### config.mk
export PLATFORM = sky130hd
export DESIGN_NAME = bram_port_arbiter
export DESIGN_NICKNAME = d
export VERILOG_FILES = /design/src/rtl/bram_port_arbiter.sv
export SDC_FILE = /design/constraint.sdc
export NUM_CORES = 1
export LEC_CHECK = 0
export ABC_CLOCK_PERIOD_IN_PS = 7500
export CAP_MARGIN = 20
export CORE_MARGIN = 2
export CORE_UTILIZATION = 25
export DETAILED_ROUTE_END_ITERATION = 16
export GPL_ROUTABILITY_DRIVEN = 0
export PLACE_DENSITY = 0.58
export REMOVE_ABC_BUFFERS = 1
export SLEW_MARGIN = 10
export SYNTH_ARGS = -nofsm -noshare
export SYNTH_HDL_FRONTEND = slang
export SYNTH_SLANG_ARGS = --single-unit
export TNS_END_PERCENT = 20
### constraint.sdc
create_clock -name clk -period 7.5 [get_ports clk]
set_input_delay 1.5 -clock clk [delete_from_list [all_inputs] [get_ports clk]]
set_output_delay 1.5 -clock clk [all_outputs]
set_load 0.05 [all_outputs]
### src/rtl/bram_port_arbiter.sv
// Two-requester arbiter for a simple-dual-port BRAM: write channel (port A) and read channel (port B)
// arbitrated independently. Define ARB_ROUND_ROBIN_EN for round-robin; otherwise r0 has fixed priority.
module bram_port_arbiter #(
    parameter int unsigned AW        = 10,
    parameter int unsigned DW        = 8,
    parameter int unsigned RD_LAT    = 1,
    parameter int unsigned MAX_BURST = 16
) (
    input  logic          clk,
    input  logic          rst_n,
    input  logic          r0_req,
    input  logic          r0_we,
    input  logic          r0_lock,
    input  logic [AW-1:0] r0_addr,
    input  logic [DW-1:0] r0_wdata,
    output logic          r0_gnt,
    output logic          r0_rvalid,
    output logic [DW-1:0] r0_rdata,
    input  logic          r1_req,
    input  logic          r1_we,
    input  logic          r1_lock,
    input  logic [AW-1:0] r1_addr,
    input  logic [DW-1:0] r1_wdata,
    output logic          r1_gnt,
    output logic          r1_rvalid,
    output logic [DW-1:0] r1_rdata,
    output logic          ena,
    output logic          wea,
    output logic [AW-1:0] addra,
    output logic [DW-1:0] dina,
    output logic          enb,
    output logic [AW-1:0] addrb,
    input  logic [DW-1:0] doutb
);

    localparam int unsigned CW = $clog2(MAX_BURST + 1);

    localparam logic [1:0] ST_FREE = 2'd0;
    localparam logic [1:0] ST_OWN0 = 2'd1;
    localparam logic [1:0] ST_OWN1 = 2'd2;

    // Index 0 = write channel (port A), index 1 = read channel (port B)
    logic [1:0][1:0]    st_q, st_d;
    logic [1:0][CW-1:0] cnt_q, cnt_d;
    logic [1:0]         ho_q, ho_d;
    logic [1:0]         hid_q, hid_d;
`ifdef ARB_ROUND_ROBIN_EN
    logic [1:0]         ptr_q, ptr_d;
`endif
    logic [1:0][1:0]    req_ch;
    logic [1:0]         lock_v;
    logic [1:0]         gnt_ch;
    logic [1:0]         gid;
    logic [RD_LAT-1:0][1:0] rpipe_q;

    // Channel state registers
    always_ff @(posedge clk or negedge rst_n) begin
        if (!rst_n) begin
            st_q  <= '0;
            cnt_q <= '0;
            ho_q  <= '0;
            hid_q <= '0;
`ifdef ARB_ROUND_ROBIN_EN
            ptr_q <= '0;
`endif
        end else begin
            st_q  <= st_d;
            cnt_q <= cnt_d;
            ho_q  <= ho_d;
            hid_q <= hid_d;
`ifdef ARB_ROUND_ROBIN_EN
            ptr_q <= ptr_d;
`endif
        end
    end

    // Grant selection and next state; channel A resolves first so B can detect a same-address collision
    always_comb begin : p_arb
        logic          want;
        logic          id;
        logic          both;
        logic          collide;
        logic [CW-1:0] cnt_nxt;

        req_ch[0] = {r1_req & r1_we,  r0_req & r0_we};
        req_ch[1] = {r1_req & ~r1_we, r0_req & ~r0_we};
        lock_v    = {r1_lock, r0_lock};
        gnt_ch    = '0;
        gid       = '0;
        st_d      = st_q;
        cnt_d     = cnt_q;
        ho_d      = ho_q;
        hid_d     = hid_q;
`ifdef ARB_ROUND_ROBIN_EN
        ptr_d     = ptr_q;
`endif
        want      = 1'b0;
        id        = 1'b0;
        both      = 1'b0;
        collide   = 1'b0;
        cnt_nxt   = '0;

        for (int c = 0; c < 2; c++) begin
            want = 1'b0;
            id   = 1'b0;
            both = &req_ch[c];
            case (st_q[c])
                ST_OWN0: begin
                    id   = 1'b0;
                    want = req_ch[c][0];
                end
                ST_OWN1: begin
                    id   = 1'b1;
                    want = req_ch[c][1];
                end
                default: begin
                    want = |req_ch[c];
                    if (both) begin
`ifdef ARB_ROUND_ROBIN_EN
                        id = ho_q[c] ? hid_q[c] : ptr_q[c];
`else
                        id = ho_q[c] ? hid_q[c] : 1'b0;
`endif
                    end else begin
                        id = req_ch[c][1];
                    end
                end
            endcase

            collide = (c == 1) && gnt_ch[0] &&
                      ((gid[0] ? r1_addr : r0_addr) == (id ? r1_addr : r0_addr));
            gid[c]  = id;

            if (want && !collide) begin
                gnt_ch[c] = 1'b1;
                ho_d[c]   = 1'b0;
`ifdef ARB_ROUND_ROBIN_EN
                if (st_q[c] == ST_FREE && both) ptr_d[c] = ~id;
`endif
                if (st_q[c] == ST_FREE)
                    cnt_nxt = CW'(1);
                else if (cnt_q[c] == CW'(MAX_BURST))
                    cnt_nxt = cnt_q[c];
                else
                    cnt_nxt = cnt_q[c] + CW'(1);

                if (!lock_v[id]) begin
                    st_d[c]  = ST_FREE;
                    cnt_d[c] = '0;
                end else if (cnt_nxt == CW'(MAX_BURST) && req_ch[c][~id]) begin
                    // Burst limit reached with the other side waiting: hand it the next grant
                    st_d[c]  = ST_FREE;
                    cnt_d[c] = '0;
                    ho_d[c]  = 1'b1;
                    hid_d[c] = ~id;
                end else begin
                    st_d[c]  = id ? ST_OWN1 : ST_OWN0;
                    cnt_d[c] = cnt_nxt;
                end
            end else if (st_q[c] != ST_FREE) begin
                if (!req_ch[c][id] || !lock_v[id]) begin
                    st_d[c]  = ST_FREE;
                    cnt_d[c] = '0;
                end
            end else if (ho_q[c] && !req_ch[c][hid_q[c]]) begin
                ho_d[c] = 1'b0;
            end
        end
    end

    // Read-return tag pipe, one-hot per requester
    always_ff @(posedge clk or negedge rst_n) begin
        if (!rst_n) begin
            rpipe_q <= '0;
        end else begin
            rpipe_q[0] <= {gnt_ch[1] & gid[1], gnt_ch[1] & ~gid[1]};
            for (int i = 1; i < RD_LAT; i++) rpipe_q[i] <= rpipe_q[i-1];
        end
    end

    assign r0_gnt    = rst_n & ((gnt_ch[0] & ~gid[0]) | (gnt_ch[1] & ~gid[1]));
    assign r1_gnt    = rst_n & ((gnt_ch[0] &  gid[0]) | (gnt_ch[1] &  gid[1]));
    assign ena       = rst_n & gnt_ch[0];
    assign wea       = rst_n & gnt_ch[0];
    assign addra     = ena ? (gid[0] ? r1_addr  : r0_addr)  : '0;
    assign dina      = ena ? (gid[0] ? r1_wdata : r0_wdata) : '0;
    assign enb       = rst_n & gnt_ch[1];
    assign addrb     = enb ? (gid[1] ? r1_addr : r0_addr) : '0;
    assign r0_rvalid = rpipe_q[RD_LAT-1][0];
    assign r1_rvalid = rpipe_q[RD_LAT-1][1];
    assign r0_rdata  = rst_n ? doutb : '0;
    assign r1_rdata  = rst_n ? doutb : '0;

endmodule

# Word-level counts from Yosys, hierarchy flattened
# Cells that the tools add are included.
# Widths: inputs -> output; s select.
# totals
ff_bits	20
inputBits	52
elab_cells	152
out_inout_bits	51
# op_classes
order_cmp	6
muxes	71
bitwise_logic	18
reduce_logical	35
n_addsub	2
n_eq_ne	11
# op_table
operator	n
$mux 5	16
$mux 10	4
$mux 1	32
$mux 2	12
$mux 8	3
$eq 5x5->1 const B	4
$reduce_bool 2->1	8
$and 1x1->1	12
$lt 1x2->1 const B	6
$reduce_and 2->1	6
$add 5x1->5 const B	2
$eq 10x10->1	1
$pmux 1 s2	4
$logic_not 1->1	7
$logic_and 1x1->1	6
$reduce_and 3->1	2
$eq 2x1->1 const B	2
$eq 2x2->1 const B	2
$logic_not 2->1	2
$ne 2x2->1 const B	2
$not 1->1	4
$reduce_or 2->1	2
$logic_or 1x1->1	2
$or 1x1->1	2

# Longest topological paths before layout
# logic_depth
word_depth	16
mapped_depth	9
mapped_depth_nobuf	8

# Worst setup path after synthesis
# Ideal clock, no wire load.
# synth_timing
kind	input -> output
from	input r0_req
to	output addrb[9]
path_slack_ps	2643
n_path_buf	0
required_ps	6000
t_arrival_ps	3357
stages	6
cell_sequence	and2_4 a211o_1 a211oi_2 o311a_2 nand2_1 a21oi_1
# synth_via
elab_chain_len	12
word_cells_on_any_way	22
classes_between	1 x eq/ne; 11 x mux; 3 x bitwise; 7 x reduce/logical
# synth_rtl
element	line_no	source
start, declared	11	input logic r0_req,
$and 1x1->1, on equally long branches	85, 86	
$reduce_and 2->1	106	both = &req_ch[c];
$mux 1	118	if (both) begin
$pmux 1 s2	107	case (st_q[c])
$mux 10, on equally long branches	131, 188	
$eq 10x10->1	131	((gid[0] ? r1_addr : r0_addr) == (id ? r1_addr : r0_addr));
$logic_and 1x1->1	130	collide = (c == 1) && gnt_ch[0] &&
$logic_not 1->1	134	if (want && !collide) begin
$logic_and 1x1->1	134	
$mux 1	134	
$and 1x1->1	187	assign enb = rst_n & gnt_ch[1];
$mux 10 *	188	assign addrb = enb ? (gid[1] ? r1_addr : r0_addr) : '0;
end, declared	32	output logic [AW-1:0] addrb,
# Mark *: on every way between the ends. The rest lies on a longest branch, timed or not.

# Worst setup path after layout
# layout_timing
from	input r0_we
to	output addrb[9]
# layout_via
elab_chain_len	13
word_cells_on_any_way	23
classes_between	1 x eq/ne; 11 x mux; 4 x bitwise; 7 x reduce/logical
# layout_rtl
element	line_no	source
start, declared	12	input logic r0_we,
$not 1->1	86	req_ch[1] = {r1_req & ~r1_we, r0_req & ~r0_we};
$and 1x1->1	86	
$reduce_and 2->1	106	
$mux 1	118	
$pmux 1 s2	107	
$mux 10	131, 188	
$eq 10x10->1	131	
$logic_and 1x1->1	130	
$logic_not 1->1	134	
$logic_and 1x1->1	134	
$mux 1	134	
$and 1x1->1	187	
$mux 10 *	188	
# Marked as above.

==> impl_metrics.toml <==
[run_status]
status = "completed"

[drt]
wl_per_cell_um = 14.7
drtPass1Iterations = 4
vias_per_cell = 4.94
wl_um = 7430
drc_errors = 0
route.vias.total = 2495
ant_nets = 0
drt_iter0_markers = 146

[cells_and_area]
instances_no_fill = 505
antennaDiodeCount = 0
drive_gt1_share_pct = 7.30
syn2layout_area_growth_pct = 49.2
finalNetCount = 461
postLayoutCellArea_um2 = 3370

[floorplanning]
pin_count = 103
die-area_um2 = 9800
fp.dieH_um = 99.0
core_area_um2 = 8720
die_x_um = 99.0
std_cell_rows = 34
initial_core_util_pct = 25.9

[logic_synthesis]
async_flop_share_pct = 100
ys_warn_count = 0
synth_area_per_cell_um2 = 7.33
ys_ff_latch = 20
ys_seq_area_share_pct = 22.2
netlist.area_leader.share_pct = 22.2
synthCells = 308
netlist_area_um2 = 2260
yosysUniqueCellTypes = 54
synth_edf_count = 0
synthTopCellsByArea = "dfrtp_1 22%, nand2_1 12%, ha_1 5.5%"
yosysTopAreaCell = "dfrtp_1"
ys.flop_type = "dfrtp_1"

[placement]
place_area_um2 = 3320
io_buffers = 102
dp.cells = 501
dp_slack_ps = 1410
dp_hpwl_um = 5770

[critical_path]
crit_type = "in -> out"
crit_path_start = "r0_we"
setup.worst_path.end = "addrb[9]"
cp_max_fo = 11
ff2ff_path_depth = 8
crit_top_cell = "clkdlybuf4s50_1"
start_kind = "primary input"
slowest_stage = "clkdlybuf4s50_1"
critPathArrivalTime_ps = 4560
crit_chain = "clkdlybuf4s50_1 -> and2b_4 -> a211o_1 -> a211oi_2 -> o311a_2 -> nand2_1 -> a21oi_1 -> clkdlybuf4s50_1"
slowest_delay_ps = 830
cp.depth = 8
crit_required_ps = 6000
reg2reg_slack_ps = 5100
worstReg2RegStart = "st_q[0]$_DFFE_PN0P_"
critical-path-top-delay-family = "buffers and inverters"
r2r_end = "cnt_q[9]$_DFFE_PN0P_"
endpoint_kind = "primary output"
crit_buf_inv = 2

[clocking]
hold_buffers = 0
clk_latency_ps = 260
cts_tree = "done"
htree_levels = 1
cts_root_buf = "clkbuf_8"
cts_resized = 0
clock_sinks = 20
post_cts_buffers = 0
cts_buffers = 3
clk_pin_slew_ps = 80
cts_max_path_buffers = 2

[global_routing]
grt_pass1_wl_um = 12200
grt_use_total_pct = 15.1
gr-total-overflow = 0
grt_pass1_vias = 2409
antenna_found_initial = 0
grt_max_degree = 33

[worst_hold_path]
hp-class = "reg -> reg"

[pwr]
peakVddDrop_mv = 0.122
p_leak_uw = 0.00133
total_power_uw = 706
power.density_nw_per_um2 = 210

[sta]
final_hold_viol_count = 0
rsz0062_at_grt = "false"
tns_ps = 0
fin_skew_ps = 2.54
worst-slew-pin-transition_ps = 736
setup_viol = 0
fin_crit_ps = 6060
max_slew_margin_pct = 50.8
max_freq_mhz = 165
period_share_pct = 80.8
drv_slew = 0
fin_ws_ps = 1440

[job]
cap_violations = 0
==> kinds of logic after synthesis <==
family | synth area share [%]
mux | 0.499
compound gates | 26.6
fa+ha+maj | 5.54
flops | 22.2
xor+xnor | 5.82
buf+inv | 7.54
simple gates | 31.8
==> final cells by class <==
cell class,instances,area (um2)
well taps,108,135
clock buffers,3,41.3
fillers,902,5350
flip-flops and latches,20,500
repair buffers,106,1050
multi-input cells,254,1590
inverters,14,52.6
==> Yosys cell counts (all sizes together), types with 6 or more instances <==
master  number
nand2       73
a21oi       31
dfrtp       20
nor2        18
nand3       16
and2        15
inv         14
xor2        13
buf         12
ha          10
o21ai        9
clkbuf       8
nand4        6
==> layer usage <==
| metal | global-route usage [%] | routed length (um) | vias to the layer above | part of all wire, % |
|---|---|---|---|---|
| met5 | 0 | 0 | - | 0 |
| met4 | 3.48 | 103 | 0 | 1.4 |
| met3 | 1.84 | 328 | 10 | 4.4 |
| met2 | 23.6 | 3450 | 62 | 46 |
| met1 | 22.1 | 3550 | 1169 | 48 |
| li1 | - | - | 1254 | - |
==> flip-flops by register name (all words and copies together), names as in the netlist <==
name,count
st_q,4
ho_q,2
rpipe_q,2
hid_q,2
cnt_q,10
==> layout by cell type, fill, tap and decap left out, types with 3 or more instances in the layout <==
| cell type | synthesis | layout |
|---|---|---|
| o21a_1 | 4 | 4 |
| a21oi_2 | 9 | 9 |
| inv_1 | 14 | 14 |
| nor3b_1 | 4 | 4 |
| and2_1 | 14 | 14 |
| buf_4 | 9 | 4 |
| a21oi_1 | 22 | 22 |
| nor2_1 | 18 | 18 |
| a32o_1 | 4 | 4 |
| nand4_1 | 6 | 6 |
| nor2b_1 | 3 | 3 |
| nand2b_1 | 4 | 4 |
| dfrtp_1 | 20 | 20 |
| a22o_1 | 3 | 3 |
| nor3_1 | 3 | 3 |
| o211ai_1 | 3 | 3 |
| nand3_1 | 16 | 16 |
| nand2_1 | 71 | 71 |
| o21ai_0 | 9 | 9 |
| xor2_1 | 13 | 13 |
| clkdlybuf4s50_1 | 0 | 102 |
| a211oi_2 | 3 | 3 |
| ha_1 | 10 | 10 |
| clkbuf_8 | 0 | 3 |
==> through the flow <==
step / hold slack, ps / utilization (%)
final: 526 / 38.6
after global routing: 560 / 38.6
after floorplan: 479 / -
after detailed placement: 507 / 38.0
after global placement: 519 / 38.0
after CTS: 525 / 38.5
==> tightest hold or removal path, cell delays in order, from the launching register on <==
cell,delay (ps)
dfrtp_1,360
nand3_1,80
nand2_1,60
==> power by group <==
part           switching, uW  leakage, uW  internal (uW)
Combinational            318      0.00104            173
Clock                   37.1    0.0000216           35.8
Sequential              17.7     0.000273            124
Total                    373      0.00133            333
==> worst min-delay path by stage <==
stage,end,depth (start not counted),start,slack (ps)
2_1_floorplan,ho_q[0]$_DFFE_PN0P_,2,ho_q[0]$_DFFE_PN0P_,480
3_3_place_gp,ho_q[1]$_DFFE_PN0P_,2,ho_q[1]$_DFFE_PN0P_,520
3_5_place_dp,ho_q[0]$_DFFE_PN0P_,2,ho_q[0]$_DFFE_PN0P_,510
4_1_cts,ho_q[0]$_DFFE_PN0P_,2,ho_q[0]$_DFFE_PN0P_,530
5_1_grt,ho_q[0]$_DFFE_PN0P_,2,ho_q[0]$_DFFE_PN0P_,560
6_report,ho_q[0]$_DFFE_PN0P_,2,ho_q[0]$_DFFE_PN0P_,530
(Power assumes the default switching activity.)
